`src/rtl/instr_fetch_unit.sv`:
```
// Fetch stage: holds the PC, fetches each word over a req/ack handshake and presents it to the decoder.
// Optional RETIRE_COUNT_EN adds o_retired_count, a count of instructions that retired normally.
//
// state   | meaning
// BOOT    | just out of reset, no request yet
// FETCH   | o_imem_req high, waiting for i_imem_ack
// EXEC    | instruction live, decoder/execute controls evaluated
// HALTED  | stopped until reset
module instr_fetch_unit #(
  parameter logic [31:0] RESET_PC    = 32'h0000_0000,
  parameter int unsigned ACK_TIMEOUT = 16
) (
  input  logic        i_clk,
  input  logic        i_rst_n,
  input  logic        i_pc_stall,
  input  logic        i_halt,
  input  logic        i_halt_now,
  input  logic        i_redirect_en,
  input  logic [31:0] i_redirect_pc,
  output logic        o_imem_req,
  output logic [31:0] o_imem_addr,
  input  logic        i_imem_ack,
  input  logic [31:0] i_imem_rdata,
  output logic [31:0] o_instruction,
  output logic        o_instr_valid,
  output logic [31:0] o_pc,
  output logic [31:0] o_pc_plus4,
  output logic        o_halted,
  output logic        o_fault
`ifdef RETIRE_COUNT_EN
  ,
  output logic [31:0] o_retired_count
`endif
);

  localparam logic [31:0] NOP = 32'h0000_0013;
  localparam int unsigned CNT_W = (ACK_TIMEOUT > 2) ? $clog2(ACK_TIMEOUT) : 1;
  localparam logic [CNT_W-1:0] CNT_LOAD = CNT_W'((ACK_TIMEOUT == 0) ? 0 : ACK_TIMEOUT - 1);

  typedef enum logic [1:0] {S_BOOT, S_FETCH, S_EXEC, S_HALTED} state_t;

  state_t           r_state, w_state_nxt;
  logic [31:0]      r_pc, w_pc_nxt, w_pc_plus4;
  logic [31:0]      r_instr;
  logic             r_fault;
  logic [CNT_W-1:0] r_wait_cnt;
  logic             w_load_instr, w_set_fault, w_retire, w_cnt_load, w_timeout;

  assign w_pc_plus4 = r_pc + 32'd4;
  assign w_timeout  = (ACK_TIMEOUT != 0) && (r_wait_cnt == '0);

  always_comb begin
    w_state_nxt  = r_state;
    w_pc_nxt     = r_pc;
    w_load_instr = 1'b0;
    w_set_fault  = 1'b0;
    w_retire     = 1'b0;
    w_cnt_load   = 1'b0;
    case (r_state)
      S_BOOT: begin
        w_state_nxt = S_FETCH;
        w_cnt_load  = 1'b1;
      end
      S_FETCH: begin
        if (i_imem_ack) begin
          w_load_instr = 1'b1;
          w_state_nxt  = S_EXEC;
        end else if (w_timeout) begin
          w_set_fault = 1'b1;
          w_state_nxt = S_HALTED;
        end
      end
      S_EXEC: begin
        if (i_halt_now) begin
          w_state_nxt = S_HALTED;
        end else if (i_halt) begin
          w_state_nxt = S_HALTED;
          w_pc_nxt    = w_pc_plus4;
          w_retire    = 1'b1;
        end else if (i_pc_stall) begin
          w_state_nxt = S_EXEC;
        end else if (i_redirect_en) begin
          if (|i_redirect_pc[1:0]) begin
            w_set_fault = 1'b1;
            w_state_nxt = S_HALTED;
          end else begin
            w_pc_nxt    = i_redirect_pc;
            w_state_nxt = S_FETCH;
            w_cnt_load  = 1'b1;
            w_retire    = 1'b1;
          end
        end else begin
          w_pc_nxt    = w_pc_plus4;
          w_state_nxt = S_FETCH;
          w_cnt_load  = 1'b1;
          w_retire    = 1'b1;
        end
      end
      S_HALTED: w_state_nxt = S_HALTED;
      default:  w_state_nxt = S_BOOT;
    endcase
  end

  always_ff @(posedge i_clk or negedge i_rst_n) begin
    if (!i_rst_n) begin
      r_state    <= S_BOOT;
      r_pc       <= RESET_PC;
      r_instr    <= NOP;
      r_fault    <= 1'b0;
      r_wait_cnt <= CNT_LOAD;
    end else begin
      r_state <= w_state_nxt;
      r_pc    <= w_pc_nxt;
      if (w_load_instr) r_instr <= i_imem_rdata;
      if (w_set_fault)  r_fault <= 1'b1;
      // down-counter of ack wait cycles; terminal count at zero
      if (w_cnt_load)
        r_wait_cnt <= CNT_LOAD;
      else if (r_state == S_FETCH && !i_imem_ack && r_wait_cnt != '0)
        r_wait_cnt <= r_wait_cnt - 1'b1;
    end
  end

`ifdef RETIRE_COUNT_EN
  logic [31:0] r_retired_count;

  always_ff @(posedge i_clk or negedge i_rst_n) begin
    if (!i_rst_n)
      r_retired_count <= '0;
    else if (w_retire)
      r_retired_count <= r_retired_count + 32'd1;
  end

  assign o_retired_count = r_retired_count;
`else
  logic w_unused_retire;
  assign w_unused_retire = w_retire;
`endif

  assign o_imem_req    = (r_state == S_FETCH);
  assign o_imem_addr   = r_pc;
  assign o_instruction = r_instr;
  assign o_instr_valid = (r_state == S_EXEC);
  assign o_pc          = r_pc;
  assign o_pc_plus4    = w_pc_plus4;
  assign o_halted      = (r_state == S_HALTED);
  assign o_fault       = r_fault;

endmodule
```
`config.mk`:
```
export PLATFORM = sky130hd
export DESIGN_NAME = instr_fetch_unit
export DESIGN_NICKNAME = d
export VERILOG_FILES = /design/src/rtl/instr_fetch_unit.sv
export SDC_FILE = /design/constraint.sdc
export NUM_CORES = 1
export LEC_CHECK = 0
export BUFFER_PORTS_ARGS = -buffer_cell sky130_fd_sc_hd__buf_2
export CORE_MARGIN = 2
export CORE_UTILIZATION = 35
export CTS_CLUSTER_SIZE = 25
export DETAILED_ROUTE_END_ITERATION = 8
export HOLD_SLACK_MARGIN = 0.05
export PLACE_DENSITY = 0.61
export SYNTH_ARGS = -nofsm -noshare
export SYNTH_HDL_FRONTEND = slang
export SYNTH_SLANG_ARGS = --single-unit
```
`constraint.sdc`:
```
create_clock -name i_clk -period 4 [get_ports i_clk]
set_input_delay 0.2 -clock i_clk [delete_from_list [all_inputs] [get_ports i_clk]]
set_output_delay 0.2 -clock i_clk [all_outputs]
set_load 0.01 [all_outputs]
```
# After elaboration in Yosys (flattened, before gate mapping)

Index checks and enable logic that the tools add are counted.

Register bits after elaboration: 71
Latch bits: 0
Memory bits (writable): 0
Memory bits (read-only): 0
Input bits: 71
Output and inout bits: 132
Word-level logic and storage cells: 53
Memories: 0

$add $sub $neg: 2
Multiply operators: 0
Div/mod/pow operators: 0
$lt $le $gt $ge: 0
Equal/unequal tests: 6
Shift-type cells: 0
Mux-type cells: 30
Bitwise gates (word level): 1
Reductions and logical operators: 9

Operators with widths:

| kind                                                                  | count |
|---|---|
| 32-bit two-way mux                                                    | 4 |
| 32-bit by 3-bit adder with 32-bit output, second input constant       | 1 |
| 1-bit two-way mux                                                     | 14 |
| 2-bit two-way mux                                                     | 7 |
| 4-bit two-way mux                                                     | 2 |
| 2-bit case mux with 4 select lines                                    | 1 |
| 2-bit equality test, second input constant                            | 2 |
| 4-bit zero test                                                       | 1 |
| 1-bit case mux with 2 select lines                                    | 2 |
| 4-bit AND reduction                                                   | 1 |
| 4-bit nonzero test                                                    | 1 |
| 4-bit by 1-bit subtractor with 4-bit output, second input constant    | 1 |
| 3-bit by 1-bit != test with 1-bit output, second input constant       | 1 |
| 3-bit != test, second input constant                                  | 1 |
| 2-bit by 1-bit equality test with 1-bit output, second input constant | 1 |
| 1-bit logical AND                                                     | 2 |
| 2-bit zero test                                                       | 1 |
| 2-bit by 1-bit != test with 1-bit output, second input constant       | 1 |
| 2-bit nonzero test                                                    | 1 |
| 2-bit OR reduction                                                    | 1 |
| 1-bit zero test                                                       | 1 |
| 1-bit NOT                                                             | 1 |

# Logic depth before layout (Yosys ltp)

Word-level depth: 8
Mapped depth: 8
Mapped depth without buffers: 7

# Worst setup path after synthesis

Ideal clock, no wire load.

Path type: flip-flop to flip-flop
Start point: reg r_state[0]
End point: reg r_pc[29], in the netlist o_imem_addr[29]
Setup time: 0.145 ns
Data arrival time: 1.870 ns
Data required time: 3.855 ns
Slack: 1.985 ns
Cell stages (with the launch flop): 9
Path buffers: 1
Clock period less this slack: 2.015 ns
Cell sequence: dfrtp_1 > inv_1 > ha_1 > nand2b_1 > nor2_1 > o21ai_0 > clkbuf_1 > o311ai_0 > o211ai_1

Longest elaborated chain between the ends: 2

Ends and longest elaborated chain:

| element                              | line | text |
|---|---|---|
| from (decl)                          | 42   | `state_t r_state, w_state_nxt;` |
| from (signal assigned)               | 112  | `r_state <= w_state_nxt;` |
| 2-bit equality test                  | -    |  |
| net o_instr_valid                    | 25   | `output logic o_instr_valid,` |
| 4-bit AND reduction (no source line) | -    |  |
| to (signal assigned)                 | 113  | `r_pc <= w_pc_nxt;` |
| to (decl)                            | 43   | `logic [31:0] r_pc, w_pc_nxt, w_pc_plus4;` |

The timed path passes the listed nets, and every way through them passes these cells.
A chain may end at the register's enable or synchronous reset.

# Final worst setup path

Start point: reg r_pc[2], in the netlist o_imem_addr[2]
End point: out o_pc_plus4[30]

Longest elaborated chain between the ends: 1

Ends and longest elaborated chain:

| element                                  | line | text |
|---|---|---|
| 32-bit by 3-bit adder with 32-bit output | 49   | `assign w_pc_plus4 = r_pc + 32'd4;` |
| to (decl)                                | 27   | `output logic [31:0] o_pc_plus4,` |

Every way passes these cells.

==> flow_metrics.tcl <==
set metrics [dict create \
    status "complete, no violations" \
    dieHeight_um 113 \
    avgRoutedWirePerCell_um 16.7 \
    post-synth-top-count-cell "dfrtp_1" \
    ys_async_sr_fraction_pct 100 \
    pre_cts_ws_ps 1590 \
    die-area_um2 12800 \
    ys_ff_latch 71 \
    vdd_drop_max_v 0.000375 \
    dp_hpwl_um 9220 \
    synthTopCellsByArea "dfrtp_1 38%, mux2_2 8.6%, buf_4 6.5%" \
    drv_slew 0 \
    die_x_um 113 \
    io_buffers 202 \
    hold_path.class "input port to flip-flop" \
    tns_ps 0 \
    design_power_total_mw 4.13 \
    netlist_instances 431 \
    synthesis.area_um2 4180 \
    cts_buffers 9 \
    cp.arrival_ps 2440 \
    max_slew_margin_pct 16.4 \
    r2r_start "r_state[0]" \
    skew_ps 6.18 \
    cp-start-kind "flip-flop" \
    reg2reg_to "o_imem_addr[31]" \
    final_layout_size_suffix_gt1_share_pct 45.2 \
    firstDrtPassIters 4 \
    cts_sinks 71 \
    drv_cap 0 \
    synth_nets 508 \
    post-route-period-util_pct 66.0 \
    ys.flop_type "dfrtp_1" \
    setup_violations 0 \
    cts_hold_buf 1 \
    track_usage_pct 19.1 \
    avgSynthCellArea_um2 9.70 \
    overflow 0 \
    synth_seq_area_share_pct 42.7 \
    core_area_um2 11500 \
    antenna_found_initial 1 \
    antenna_left 0 \
    critical_path_class "flip-flop to output pin" \
    clk_pin_slew_ps 60 \
    setup.worst_path.start "o_imem_addr[2]" \
    fmax_mhz 379 \
    clock_path_buffers 2 \
    dr_total_vias 3854 \
    r2r_cells 7 \
    place.gp.congestion 0.818 \
    cts_resized 0 \
    fin_crit_ps 2640 \
    r2r_slack_ps 1560 \
    p_leak_nw 2.56 \
    ys_warn_count 0 \
    setup_slack_ps 1360 \
    rsz0062_at_grt "false" \
    wl_um 12400 \
    synthTopCellsByCount "64 x dfrtp_1, 40 x nand2_1, 36 x buf_4" \
    start_util_pct 36.3 \
    rows 39 \
    hold_viol 0 \
    synth.top_cell.area_share_pct 38.3 \
    cp_max_fo 9 \
    power_density_nw_per_um2 771 \
    yosys.area.top_type "dfrtp_1" \
    whs_ps 97.4 \
    cp-end-kind "output pin" \
    vias_per_cell 5.20 \
    synth_cell_types 54 \
    syn2layout_area_growth_pct 28.1 \
    cp.required_ps 3800 \
    postCtsSetupBuffers 0 \
    drc_errors 0 \
    crit_path_end "o_pc_plus4[30]" \
    cts_tree "done" \
    insertion_delay_ps 330 \
    cts_htree_levels 3 \
    max_slew.worst_pin.slew_ps 1250 \
    synth_edf_count 0 \
    grt_max_degree 72 \
    cts_root_buffer "clkbuf_16" \
    num_io_pins 203 \
    layout.nets 669 \
    grt_pass1_wl_um 19500 \
    grt_pass1_vias 3816 \
    drt_iter0_drc 233 \
]
logic make-up (layout without fill, tap and decap cells):
family | count (synthesis) | in the layout | synth area share [%]
AO/OA/AOI/OAI | 94 | 94 | 14.7
multiplexers | 32 | 32 | 8.62
AND/OR/NAND/NOR | 130 | 130 | 16.5
buffers and inverters | 68 | 234 | 9.40
adder cells (fa/ha/maj) | 6 | 6 | 1.80
flip-flops | 71 | 71 | 42.7
other | 0 | 1 | 0
XOR/XNOR | 30 | 30 | 6.29
critical path, cell delays in order, from the launching register on:
cell and delay [ps]:
dfrtp_1 480, ha_1 300, nand4_1 170, nor3_2 510, nand3_1 190, xor2_1 240, inv_1 70, buf_2 150
layer usage:
layer / routed length (um) / vias to the layer above / GRT usage, %
met3: 1170 / 11 / 6.91
met4: 146 / 0 / 5.12
li1: - / 1830 / -
met1: 5310 / 1832 / 23.7
met5: 0 / - / 0
met2: 5770 / 181 / 31.6
worst min path at each step:
stage                          startpoint          endpoint  slack (ps)  depth (start not counted)
after floorplan                   i_rst_n           o_fault        -100                          0
after global placement            i_rst_n   o_imem_addr[19]         390                          1
after detailed placement          i_rst_n   o_imem_addr[19]         400                          1
after CTS                 i_imem_rdata[1]  o_instruction[1]          90                          2
after global routing      i_imem_rdata[1]  o_instruction[1]          90                          2
final                     i_imem_rdata[1]  o_instruction[1]         100                          2
layout make-up:
type / instances / area (um^2)
antenna: 1 / 2.50
tap: 143 / 179
clock inverter: 6 / 61.3
fill: 1139 / 6160
clock buffer: 10 / 229
sequential: 71 / 1790
timing repair buffer: 207 / 1050
multi-input combinational: 292 / 2000
inverter: 11 / 41.3
state kept, by name (all words and copies together), names as in the netlist:
register,count
o_imem_addr,32
r_wait_cnt,4
o_fault,1
o_instruction,32
r_state,2
report_power, final:
| part | leakage (nW) | switching [mW] | internal (mW) |
|---|---|---|---|
| combinational | 1.58 | 0.995 | 0.886 |
| sequential | 0.831 | 0.394 | 1.06 |
| clock | 0.142 | 0.308 | 0.481 |
| total | 2.56 | 1.70 | 2.43 |
placed cells by master, fill, tap and decap left out, drive strengths merged, types with 11 or more instances in the layout:
| master | synthesis | final |
|---|---|---|
| buf | 42 | 206 |
| dfrtp | 64 | 64 |
| nand2 | 40 | 40 |
| mux2 | 32 | 32 |
| nor2 | 30 | 30 |
| a21oi | 28 | 28 |
| xnor2 | 22 | 22 |
| o22ai | 18 | 18 |
| a2bb2oi | 15 | 15 |
| nand4 | 13 | 13 |
| nand3 | 13 | 13 |
| o21ai | 12 | 12 |
| inv | 11 | 11 |
per-stage QoR:
| step | cell area [um^2] | instances | util [%] |
|---|---|---|---|
| 3_3_place_gp | 5050 | 723 | 43.9 |
| 2_1_floorplan | 4180 | 431 | - |
| 5_1_grt | 5350 | 740 | 46.5 |
| 4_1_cts | 5350 | 740 | 46.5 |
| 6_report | 5360 | 741 | 46.5 |
| 3_5_place_dp | 5050 | 723 | 43.9 |
Power figures use the tool's default switching activity.
